<file path="src/rtl/aer_spike_packetizer.sv">
// Packs neuron spikes into AER packets with a timestamp, and adds an end-of-step marker per ts_tick.
// The packet is at out_valid 1 cycle after it is written. A full FIFO or a pending marker drops in_ready. A marker that cannot be queued raises ts_overrun.
module aer_spike_packetizer #(
  parameter  int NEURON_ID_W = 4,
  parameter  int TS_W        = 8,
  parameter  int DEPTH       = 8,
  localparam int PKT_W       = 1 + TS_W + NEURON_ID_W,
  localparam int AW          = $clog2(DEPTH)
) (
  input  logic                   clk,
  input  logic                   rst_n,
  input  logic                   in_valid,
  input  logic [NEURON_ID_W-1:0] in_id,
  output logic                   in_ready,
  input  logic                   ts_tick,
  output logic                   out_valid,
  output logic [PKT_W-1:0]       out_data,
  input  logic                   out_ready,
  output logic [AW:0]            fifo_count,
  output logic                   ts_overrun
);

  localparam int PW = AW + 1;

  logic [TS_W-1:0]  ts_q, ts_d;
  logic [TS_W-1:0]  mk_ts_q, mk_ts_d;
  logic             mk_pend_q, mk_pend_d;
  logic [AW:0]      wr_ptr_q, wr_ptr_d;
  logic [AW:0]      rd_ptr_q, rd_ptr_d;
  logic [PKT_W-1:0] mem_q [DEPTH];

  logic             full, empty, pop, wr_en, mk_drain;
  logic [PKT_W-1:0] wr_dat;

  always_comb begin
    empty      = (wr_ptr_q == rd_ptr_q);
    full       = (wr_ptr_q[AW] != rd_ptr_q[AW]) &&
                 (wr_ptr_q[AW-1:0] == rd_ptr_q[AW-1:0]);
    in_ready   = !full && !mk_pend_q;
    out_valid  = !empty;
    out_data   = mem_q[rd_ptr_q[AW-1:0]];
    pop        = out_valid && out_ready;
    fifo_count = wr_ptr_q - rd_ptr_q;

    // A pending marker has priority over new spikes, so the spikes of a step stay ahead of its marker.
    mk_drain = mk_pend_q && !full;
    wr_en    = 1'b0;
    wr_dat   = '0;
    if (mk_drain) begin
      wr_en  = 1'b1;
      wr_dat = {1'b1, mk_ts_q, {NEURON_ID_W{1'b0}}};
    end else if (in_valid && in_ready) begin
      wr_en  = 1'b1;
      wr_dat = {1'b0, ts_q, in_id};
    end

    // A marker is lost only if the older one cannot leave this cycle either.
    // If the older marker is written this cycle, the new tick simply re-arms the marker.
    ts_overrun = ts_tick && mk_pend_q && full;
    ts_d       = ts_tick ? ts_q + TS_W'(1) : ts_q;
    mk_pend_d  = mk_pend_q && !mk_drain;
    mk_ts_d    = mk_ts_q;
    if (ts_tick && !ts_overrun) begin
      mk_pend_d = 1'b1;
      mk_ts_d   = ts_q;
    end

    wr_ptr_d = wr_ptr_q + PW'(wr_en);
    rd_ptr_d = rd_ptr_q + PW'(pop);
  end

  always_ff @(posedge clk or negedge rst_n) begin
    if (!rst_n) begin
      ts_q      <= '0;
      mk_ts_q   <= '0;
      mk_pend_q <= 1'b0;
      wr_ptr_q  <= '0;
      rd_ptr_q  <= '0;
    end else begin
      ts_q      <= ts_d;
      mk_ts_q   <= mk_ts_d;
      mk_pend_q <= mk_pend_d;
      wr_ptr_q  <= wr_ptr_d;
      rd_ptr_q  <= rd_ptr_d;
    end
  end

  always_ff @(posedge clk) begin
    if (wr_en) mem_q[wr_ptr_q[AW-1:0]] <= wr_dat;
  end

endmodule

</file>
<file path="config.mk">
export PLATFORM = sky130hd
export DESIGN_NAME = aer_spike_packetizer
export DESIGN_NICKNAME = d
export VERILOG_FILES = /design/src/rtl/aer_spike_packetizer.sv
export SDC_FILE = /design/constraint.sdc
export NUM_CORES = 1
export LEC_CHECK = 0
export BUFFER_PORTS_ARGS = -buffer_cell sky130_fd_sc_hd__buf_2
export CORE_MARGIN = 2
export CORE_UTILIZATION = 36
export DETAILED_ROUTE_END_ITERATION = 8
export PLACE_DENSITY_LB_ADDON = 0.3
export SYNTH_ARGS = -nofsm -noshare
export SYNTH_HDL_FRONTEND = slang
export SYNTH_SLANG_ARGS = --single-unit
</file>
<file path="constraint.sdc">
create_clock -name clk -period 3.3 [get_ports clk]
set_clock_uncertainty 0.15 [all_clocks]
set_input_delay 0.66 -clock clk [delete_from_list [all_inputs] [get_ports clk]]
set_output_delay 0.66 -clock clk [all_outputs]
set_load 0.01 [all_outputs]
</file>
==> out/qor.txt, run 1 <==
number of diodes: 0
vias in the first global route: 2929
initial antenna violation count: 0
cell area after layout: 0.00630 sq mm
number of synthesized flops with an enable pin: 104
VDD IR max: 0.370 mV
Seq cells post-synth: 129
DR vias: 2759
crit path max fanout: 13
syn_nets: 338
post-route setup slack: 0.346 ns
Setup WS pre-CTS: 0.740 ns
row count: 44
Async SR Flop Fraction: 19.4%
Routed wire per std cell: 17.8 microns
Tcrit/Tclk final: 89.5%
Clock transition at path regs: 0.05 ns
die width: 125 microns
Primary FF master, synth: edfxtp_1
Final Total Pwr: 6590 uW
Slew HR: 48.5%
post-CTS setup buffer count: 0
post-synthesis cell count: 320
# clock sinks: 129
CTS tree: yes
Starting Density: 36.7%
total core area: 0.0144 sq mm
cell with the most instances after synthesis: edfxtp_1
# IOs: 29
Synth Warn #: 0
fin nets: 387
DR vias/cell: 4.88
CP Data Arrival Time: 2.14 ns
die area: 0.0157 sq mm
Worst setup SP type: register
DRT Wirelength: 10.1 mm
DRT Pass-1 Iters: 6
Filler Cells Inserted: 1312
Crit. End Element: output port
Tightest Pin Transition: 0.773 ns
Distinct cells, synth: 29
fmax: 0.339 GHz
# hold bufs at CTS: 0
Synth Area per Inst: 16.5 sq um
Worst Hold Slack: 0.0930 ns
Final Max Tran Viols: 0
number of buffers added on ports: 28
Placement Cell Area: 0.00577 sq mm
Clock Tree Root: clkbuf_16
mapped cell area: 0.00529 sq mm
max cap viols: 0
Pwr Density: 1040 mW/mm^2
Area growth, synth to finish: 19.1%
Yosys top cell area share: 59.0%
P_leak: 0.00238 uW
Commonest cells post-synth: edfxtp_1 (104), nand2_1 (53), mux4_2 (26), dfrtp_1 (25), nor2_1 (20)
Synth area leader: edfxtp_1
clock latency on the worst-skew pair: 0.41 ns
Final ANT Viol Nets: 0
CTS resizes: 0
Routability Congestion: 0.737
minimum clock period: 2.95 ns
CTS HTree Levels: 4
CTS max path bufs: 2
outcome: completed
largest net degree at the start of global routing: 30
grt total ovfl: 0
final core utilization: 43.7%
first-pass GRT wire length: 16.3 mm
worst min path class: input pin to asynchronous set/reset pin
sequential cell area fraction in the yosys report: 70.8%
total CTS buffers: 17
synth top area cells: edfxtp_1 (59%), dfrtp_1 (12%), mux4_2 (11%), nand2_1 (3.8%), ha_1 (1.9%)
Total GRT Usage: 13.9%
Final HPWL DP: 6.37 mm
DRC errors left: 0
kind of critical path: register to output port
reg2reg setup slack: 0.78 ns
unrepaired setup endpoints after global routing: no
setup violators final: 0
Detailed Route Iter0 Violations: 172
endpoints failing hold: 0
Worst EP required: 2.49 ns
layout cell share with drive strength beyond 1: 29.1%
Die Ht: 125 microns
[per-layer routing]
layer	GRT usage, %	routed length (microns)	share of wire (%)
met5	0	0	0
met4	4.71	129	1.3
met3	3.98	509	5.1
met2	22.8	4980	49
met1	17.9	4460	44
[power by group]
part / internal [uW] / switching (uW) / total (uW)
registers: 2390 / 266 / 2650
clock network: 1090 / 618 / 1700
logic: 986 / 1240 / 2230
[worst max-delay path, stage by stage, from the launching register on]
cell	delay, ns
dfrtp_1	0.50
inv_1	0.12
ha_1	0.33
nand3_1	0.14
nor2_4	0.11
buf_4	0.22
and3_1	0.18
buf_2	0.13
[metrics by stage]
stage / instances / TNS, ns
floorplan: 320 / -2.62
global placement: 534 / 0
detailed placement: 534 / 0
CTS: 565 / 0
global route: 565 / 0
finish: 565 / 0
[flip-flops by register name (all words and copies together) (netlist names)]
signal and flops:
wr_ptr_q 4, mk_ts_q 8, mk_pend_q 1, mem_q 104
ts_q 8, rd_ptr_q 4
[cells by family after synthesis]
| logic type | share of synthesized area, % |
|---|---|
| muxes | 13.0 |
| and+or+nand+nor | 7.94 |
| AOI/OAI and AO/OA | 1.61 |
| DFF | 70.8 |
| adders and majority gates | 2.27 |
| xor gates and xnor gates | 2.46 |
| buffers and inverters | 1.94 |
[worst paths after layout]
path / startpoint / end / cells past startpoint
worst max-delay path: wr_ptr_q[0]$_DFF_PN0_ / ts_overrun / 7
worst min-delay path: rst_n / ts_q[1]$_DFFE_PN0P_ / 1
worst max register to register: wr_ptr_q[0]$_DFF_PN0_ / mem_q[1][8]$_DFFE_PP_ / 8
worst min register to register: ts_q[7]$_DFFE_PN0P_ / ts_q[7]$_DFFE_PN0P_ / 1
max in group asynchronous: rst_n / rd_ptr_q[0]$_DFF_PN0_ / 1
min in group clk: ts_q[7]$_DFFE_PN0P_ / ts_q[7]$_DFFE_PN0P_ / 1
[placed cells by master (no fill, tap or decap), types with 2 or more instances in the layout]
cell         n
nand2_1     53
nor2_1      20
nand4_1      4
nor3_2       5
mux2_2       7
mux2_1       2
edfxtp_1   104
mux4_2      26
buf_4       16
clkinv_1     5
dfrtp_1     24
buf_2       28
bufinv_16    2
and3_1       2
nor4_2       2
nand3_1      3
ha_1         8
and2_1       5
clkbuf_1     4
xnor2_1      8
clkinv_2     3
xor2_1       5
a21o_1       2
a21oi_1      9
clkbuf_16   17
inv_1        8
[layout make-up]
cell class                      instances  area, sq um  area share (%)
Sequential cell                       129         3750            59.5
Timing Repair Buffer                   45          280            4.45
Tap cell                              184          230            3.65
Clock buffer                           21          440            6.99
Multi-Input combinational cell        168         1480            23.5
Clock inverter                         10         93.8            1.49
Inverter                                8         30.0           0.476
Note: power is estimated with default switching activity, not from simulation.
==> run 2, diff against run 1 <==
--- a/config.mk
+++ b/config.mk
@@ -5,11 +5,13 @@
 export SDC_FILE = /design/constraint.sdc
 export NUM_CORES = 1
 export LEC_CHECK = 0
+export ABC_AREA = 1
 export BUFFER_PORTS_ARGS = -buffer_cell sky130_fd_sc_hd__buf_2
 export CORE_MARGIN = 2
 export CORE_UTILIZATION = 36
 export DETAILED_ROUTE_END_ITERATION = 8
 export PLACE_DENSITY_LB_ADDON = 0.3
+export RECOVER_POWER = 100
 export SYNTH_ARGS = -nofsm -noshare
 export SYNTH_HDL_FRONTEND = slang
 export SYNTH_SLANG_ARGS = --single-unit
==> constraint.sdc (replaced) <==
create_clock -name clk -period 3.4 [get_ports clk]
set_clock_uncertainty 0.15 [all_clocks]
set_input_delay 0.68 -clock clk [delete_from_list [all_inputs] [get_ports clk]]
set_output_delay 0.68 -clock clk [all_outputs]
set_load 0.01 [all_outputs]
==> run 2 against run 1 <==
Net effect:
- sequential share of layout area decreased by 1.7 points
- design area rose by 2.9%
- area after synthesis increased by 6.9%
- first-iteration DRC count rose by 130%
- critical endpoint is now mem_q[4][12]$_DFFE_PP_
- sequential power is 6% lower
- clock-buffer cell count decreased by 2
- critical path depth rose by 2
- largest power group unchanged
- global-route usage increased by 1.9 points
- largest cell class unchanged
- via count grew 35%
==> out/qor.txt, run 2 <==
Routability Congestion: 0.738
CP Data Arrival Time: 2.91 ns
Top Usage Layer GRT: met2
DRT Wirelength: 12.1 mm
unrepaired setup endpoints after global routing: no
largest net degree at the start of global routing: 53
DR vias: 3712
post-route setup slack: 0.390 ns
Async SR Flop Fraction: 19.4%
Final ANT Viol Nets: 0
post-synthesis cell count: 525
mapped cell area: 0.00566 sq mm
Primary FF master, synth: edfxtp_1
CTS resizes: 0
CTS tree: yes
Clock Tree Root: clkbuf_16
Pwr Density: 999 mW/mm^2
number of buffers added on ports: 28
Synth Area in XOR/XNOR: 1.86%
die area: 0.0167 sq mm
WHS Path Cells: 2
most frequent cells in the layout: nand2_1 (202), edfxtp_1 (104), nor2_1 (44)
first-pass GRT wire length: 19.4 mm
GRT met2 Usage: 24.4%
layout cell share with drive strength beyond 1: 11.8%
sequential cell area fraction in the yosys report: 66.2%
largest family of logic cells by synthesized area: simple AND/OR/NAND/NOR gates
Commonest cells post-synth: nand2_1 (200), edfxtp_1 (104), nor2_1 (43), o21ai_0 (28), dfrtp_1 (25)
Final Max Tran Viols: 0
Slew HR: 9.83%
Total GRT Usage: 15.8%
Detailed Route Iter0 Violations: 390
fmax: 0.332 GHz
Die Ht: 129 microns
crit path max fanout: 14
Synth Warn #: 0
# hold bufs at CTS: 0
post-CTS setup buffer count: 0
Filler Cells Inserted: 1465
Top cell by count, worst path: inv_1
VDD IR max: 0.464 mV
Final HPWL DP: 7.09 mm
vias in the first global route: 3701
Worst setup SP type: register
outcome: completed
most common cell after layout, fill and taps aside: nand2_1
Synth Area per Inst: 10.8 sq um
Clock transition at path regs: 0.05 ns
die width: 129 microns
total CTS buffers: 17
DRC errors left: 0
Area growth, synth to finish: 14.6%
DR vias/cell: 4.72
Largest register FFs: 104
number of diodes: 0
Seq cells post-synth: 129
Starting Density: 37.1%
crit-path max cell delay: 0.45 ns
minimum clock period: 3.01 ns
simple-gate share of the synthesized area: 20.6%
synth top area cells: edfxtp_1 (55%), nand2_1 (13%), dfrtp_1 (11%), nor2_1 (2.9%), o21ai_0 (2.5%)
Crit. path cell count: 9
DRT Pass-1 Iters: 5
Setup WS pre-CTS: 0.867 ns
Crit. End Element: register
Crit path buffers/inverters: 4
Worst EP required: 3.30 ns
R2R depth: 9
P_leak: 0.00269 uW
cells along the critical path: inv_1, buf_4, ha_1, inv_1, nor2_8, nand2_1, o21ai_0, nor2_1, clkbuf_2
total core area: 0.0153 sq mm
Final TNS setup: 0 ns
Synth area leader: edfxtp_1
# IOs: 29
grt met3 use: 4.34%
Tcrit/Tclk final: 88.5%
Compound-Gate Fraction of Synth Area: 5.35%
# clock sinks: 129
delay-heaviest family, CP: buffers and inverters
Tightest Pin Transition: 1.35 ns
Yosys top cell area share: 55.2%
met1 usage: 20.4%
grt total ovfl: 0
mux cell area share after synthesis: 0%
endpoints failing hold: 0
number of synthesized flops with an enable pin: 104
Distinct cells, synth: 33
initial antenna violation count: 0
clock latency on the worst-skew pair: 0.42 ns
CTS max path bufs: 2
fin nets: 581
cell with the most instances after synthesis: nand2_1
crit path max-delay cell type: clkbuf_2
max cap viols: 0
CTS HTree Levels: 4
worst min path class: register to register
syn_nets: 543
Adder-Cell Fraction of Synth Area: 2.12%
setup violators final: 0
kind of critical path: register to register
Routed wire per std cell: 15.4 microns
row count: 45
## run 2: layout make-up
| class | instances | area, sq um | area share, % |
|---|---|---|---|
| sequential | 129 | 3750 | 57.8 |
| clock buffer | 19 | 433 | 6.67 |
| multi-input combinational | 352 | 1660 | 25.6 |
| tap | 211 | 264 | 4.07 |
| clock inverter | 12 | 95.1 | 1.47 |
| timing repair buffer | 41 | 203 | 3.12 |
| inverter | 22 | 85.1 | 1.31 |
## run 2: path summary, 6_finish.rpt
kind / slack (ns) / to / start
max: 0.39 / mem_q[4][12]$_DFFE_PP_ / rd_ptr_q[2]$_DFF_PN0_
min: 0.32 / mk_ts_q[7]$_DFFE_PN0P_ / mk_ts_q[7]$_DFFE_PN0P_
min in group asynchronous: 0.40 / ts_q[5]$_DFFE_PN0P_ / rst_n
min reg2reg: 0.32 / mk_ts_q[7]$_DFFE_PN0P_ / mk_ts_q[7]$_DFFE_PN0P_
max reg2reg: 0.39 / mem_q[4][12]$_DFFE_PP_ / rd_ptr_q[2]$_DFF_PN0_
max in group asynchronous: 1.90 / rd_ptr_q[1]$_DFF_PN0_ / rst_n
## run 2: cells by family (layout without fill, tap and decap cells)
| kind of cell | count (synthesis) | after routing |
|---|---|---|
| xor+xnor | 12 | 12 |
| buf+inv | 44 | 94 |
| simple gates | 274 | 274 |
| fa+ha+maj | 9 | 9 |
| flops | 129 | 129 |
| compound gates | 57 | 57 |
## run 2: per-stage QoR
step | util (%) | std cells | hold WS [ns] | cell area, sq um | power (uW)
after CTS | 43.0 | 786 | 0.104 | 6560 | 6660
after floorplan | - | 525 | 0.234 | 5660 | 4190
after detailed placement | 39.5 | 755 | 0.309 | 6030 | 5030
after global routing | 42.5 | 786 | 0.337 | 6490 | 6960
after global placement | 39.5 | 755 | 0.306 | 6030 | 4940
final | 42.5 | 786 | 0.318 | 6490 | 6480
## run 2: tightest hold or removal path, stage by stage (launching register included)
cell	delay [ns]
dfrtp_1	0.34
nand2_1	0.05
nand2_1	0.04
## run 2: metal layers
layer	share of wire (%)	vias up
met4	2.2	0
met5	0	-
met3	5.0	28
li1	-	1829
met2	47	94
met1	45	1761
## run 2: power by group
group | switching, uW | leakage, uW | internal [uW]
Sequential | 203 | 0.00128 | 2280
Combinational | 1680 | 0.00116 | 702
Clock | 631 | 0.000247 | 985
==> run 3, diff against run 2 <==
--- a/config.mk
+++ b/config.mk
@@ -10,6 +10,7 @@
 export CORE_MARGIN = 2
 export CORE_UTILIZATION = 36
 export DETAILED_ROUTE_END_ITERATION = 8
+export MAX_ROUTING_LAYER = met4
 export PLACE_DENSITY_LB_ADDON = 0.3
 export RECOVER_POWER = 100
 export SYNTH_ARGS = -nofsm -noshare
==> constraint.sdc (replaced) <==
create_clock -name clk -period 2.45 [get_ports clk]
set_clock_uncertainty 0.15 [all_clocks]
set_input_delay 0.49 -clock clk [delete_from_list [all_inputs] [get_ports clk]]
set_output_delay 0.49 -clock clk [all_outputs]
set_load 0.01 [all_outputs]
==> run 3 against run 2 <==
Net effect:
- the flow now finishes with violations (setup timing)
- combinational power rose by 84%
- critical path depth fell by 4
- utilization rose by 4.2 points
- first-iteration DRC count fell by 11%
- design area rose by 9.8%
- power rose by 59%
- routed wire length rose by 6.7%
- sequential cell count did not move
- sequential share of layout area fell by 5.2 points
- sequential power rose by 39%
- clock power rose by 50%
- highest routed layer unchanged
==> out/qor.txt, run 3 (synthesis gave the netlist of run 2 again) <==
Total GRT Usage: 16.8%
total CTS buffers: 17
Starting Density: 37.1%
Largest register FFs: 104
P_leak: 0.00298 uW
Detailed Route Iter0 Violations: 347
number of diodes: 0
CTS tree: yes
die width: 129 microns
most frequent cells in the layout: nand2_1 (182), edfxtp_1 (104), nor2_1 (42)
CTS max path bufs: 2
layout cell share with drive strength beyond 1: 22.5%
Routed wire per std cell: 16.0 microns
setup violators final: 1
FF+latch area: 0.00375 sq mm
combined area of the multi-input logic cells: 0.00179 sq mm
Final Total Pwr: 10300 uW
minimum clock period: 2.48 ns
Routability Congestion: 0.783
Slew HR: 4.74%
max cap viols: 0
die area: 0.0167 sq mm
Die Ht: 129 microns
fin nets: 604
endpoints failing hold: 0
# clock sinks: 129
DRT Pass-1 Iters: 4
Clock transition at path regs: 0.05 ns
Crit. End Element: output port
Worst setup SP type: register
clock latency on the worst-skew pair: 0.41 ns
Area growth, synth to finish: 25.9%
Clock Tree Root: clkbuf_16
Final Max Tran Viols: 0
Pwr Density: 1440 mW/mm^2
failing checks: setup timing
cells along the critical path: buf_4, ha_4, fa_1, xnor2_1, buf_2
reg2reg setup slack: 0.10 ns
placed insts: 764
Tcrit/Tclk final: 101%
total core area: 0.0153 sq mm
Tightest Pin Transition: 1.43 ns
DRC errors left: 0
outcome: finished with violations
non-filler cells, final: 810
unrepaired setup endpoints after global routing: yes
kind of critical path: register to output port
initial antenna violation count: 0
worst min path class: input pin to register
Worst Hold Slack: 0.213 ns
grt total ovfl: 0
DR vias: 3875
DRT Wirelength: 12.9 mm
Final ANT Viol Nets: 0
crit-path max cell delay: 0.43 ns
most common cell after layout, fill and taps aside: nand2_1
largest net degree at the start of global routing: 30
# IOs: 29
crit path max-delay cell type: dfrtp_1
fmax: 0.404 GHz
first-pass GRT wire length: 20.1 mm
VDD IR max: 0.570 mV
crit path max fanout: 2
DR vias/cell: 4.78
CP Data Arrival Time: 1.84 ns
Filler Cells Inserted: 1367
Worst EP required: 1.81 ns
vias in the first global route: 3800
CTS HTree Levels: 4
Final HPWL DP: 7.86 mm
row count: 45
post-route setup slack: -0.0267 ns
number of buffers added on ports: 28
-- run 3: worst paths after layout --
check / endpoint / depth (start not counted) / start
worst max-delay path: fifo_count[2] / 5 / rd_ptr_q[0]$_DFF_PN0_
worst min register to register: mk_ts_q[6]$_DFFE_PN0P_ / 2 / mk_ts_q[6]$_DFFE_PN0P_
worst min-delay path: mk_pend_q$_DFF_PN0_ / 3 / ts_tick
max in group asynchronous: rd_ptr_q[0]$_DFF_PN0_ / 2 / rst_n
worst max register to register: mem_q[4][2]$_DFFE_PP_ / 8 / rd_ptr_q[1]$_DFF_PN0_
min in group asynchronous: ts_q[4]$_DFFE_PN0P_ / 2 / rst_n
-- run 3: repair_timing --
item,CTS,global route
cloned,1,5
buffers inserted,5,2
pin swaps,2,10
resized for setup,14,48
hold endpoints to repair,25,0
hold buffers,1,0
setup endpoints to repair,18,41
-- run 3: layout make-up --
type	count	area share (%)
clock inverter	13	1.91
multi-input combinational	352	25.2
tap	211	3.71
sequential	129	52.6
clock buffer	19	6.08
inverter	22	1.53
timing repair buffer	63	8.85
timing repair inverter	1	0.123
-- run 3: metrics by stage --
| step | TNS [ns] | setup slack (ns) | util, % | area, sq um |
|---|---|---|---|---|
| floorplan | -13.96 | -0.134 | - | 5660 |
| global placement | 0 | 0.149 | 40.4 | 6160 |
| detailed placement | 0 | 0.114 | 40.4 | 6160 |
| CTS | 0 | 0.00787 | 44.9 | 6860 |
| global route | -0.671 | -0.0737 | 46.7 | 7120 |
| finish | -0.0267 | -0.0267 | 46.7 | 7120 |
-- run 3: layer usage --
metal  GRT usage (%)  vias up  wire, microns
met3            4.46       19            902
met4            6.91        0            250
met1            21.4     1862           5720
met2            25.4      114           6060
met5               -        -              0
li1                -     1880              -
-- run 3: power by group --
part,switching [uW],total [uW],internal [uW]
combinational,2660,4390,1730
sequential,294,3460,3160
clock,934,2430,1500
total,3890,10300,6390
-- run 3: worst max-delay path, delay by kind of cell, from the launching register on --
kind	cells	cell delay (ns)
adders and majority gates	2	0.52
DFF	1	0.43
buffers and inverters	2	0.33
xor gates and xnor gates	1	0.15
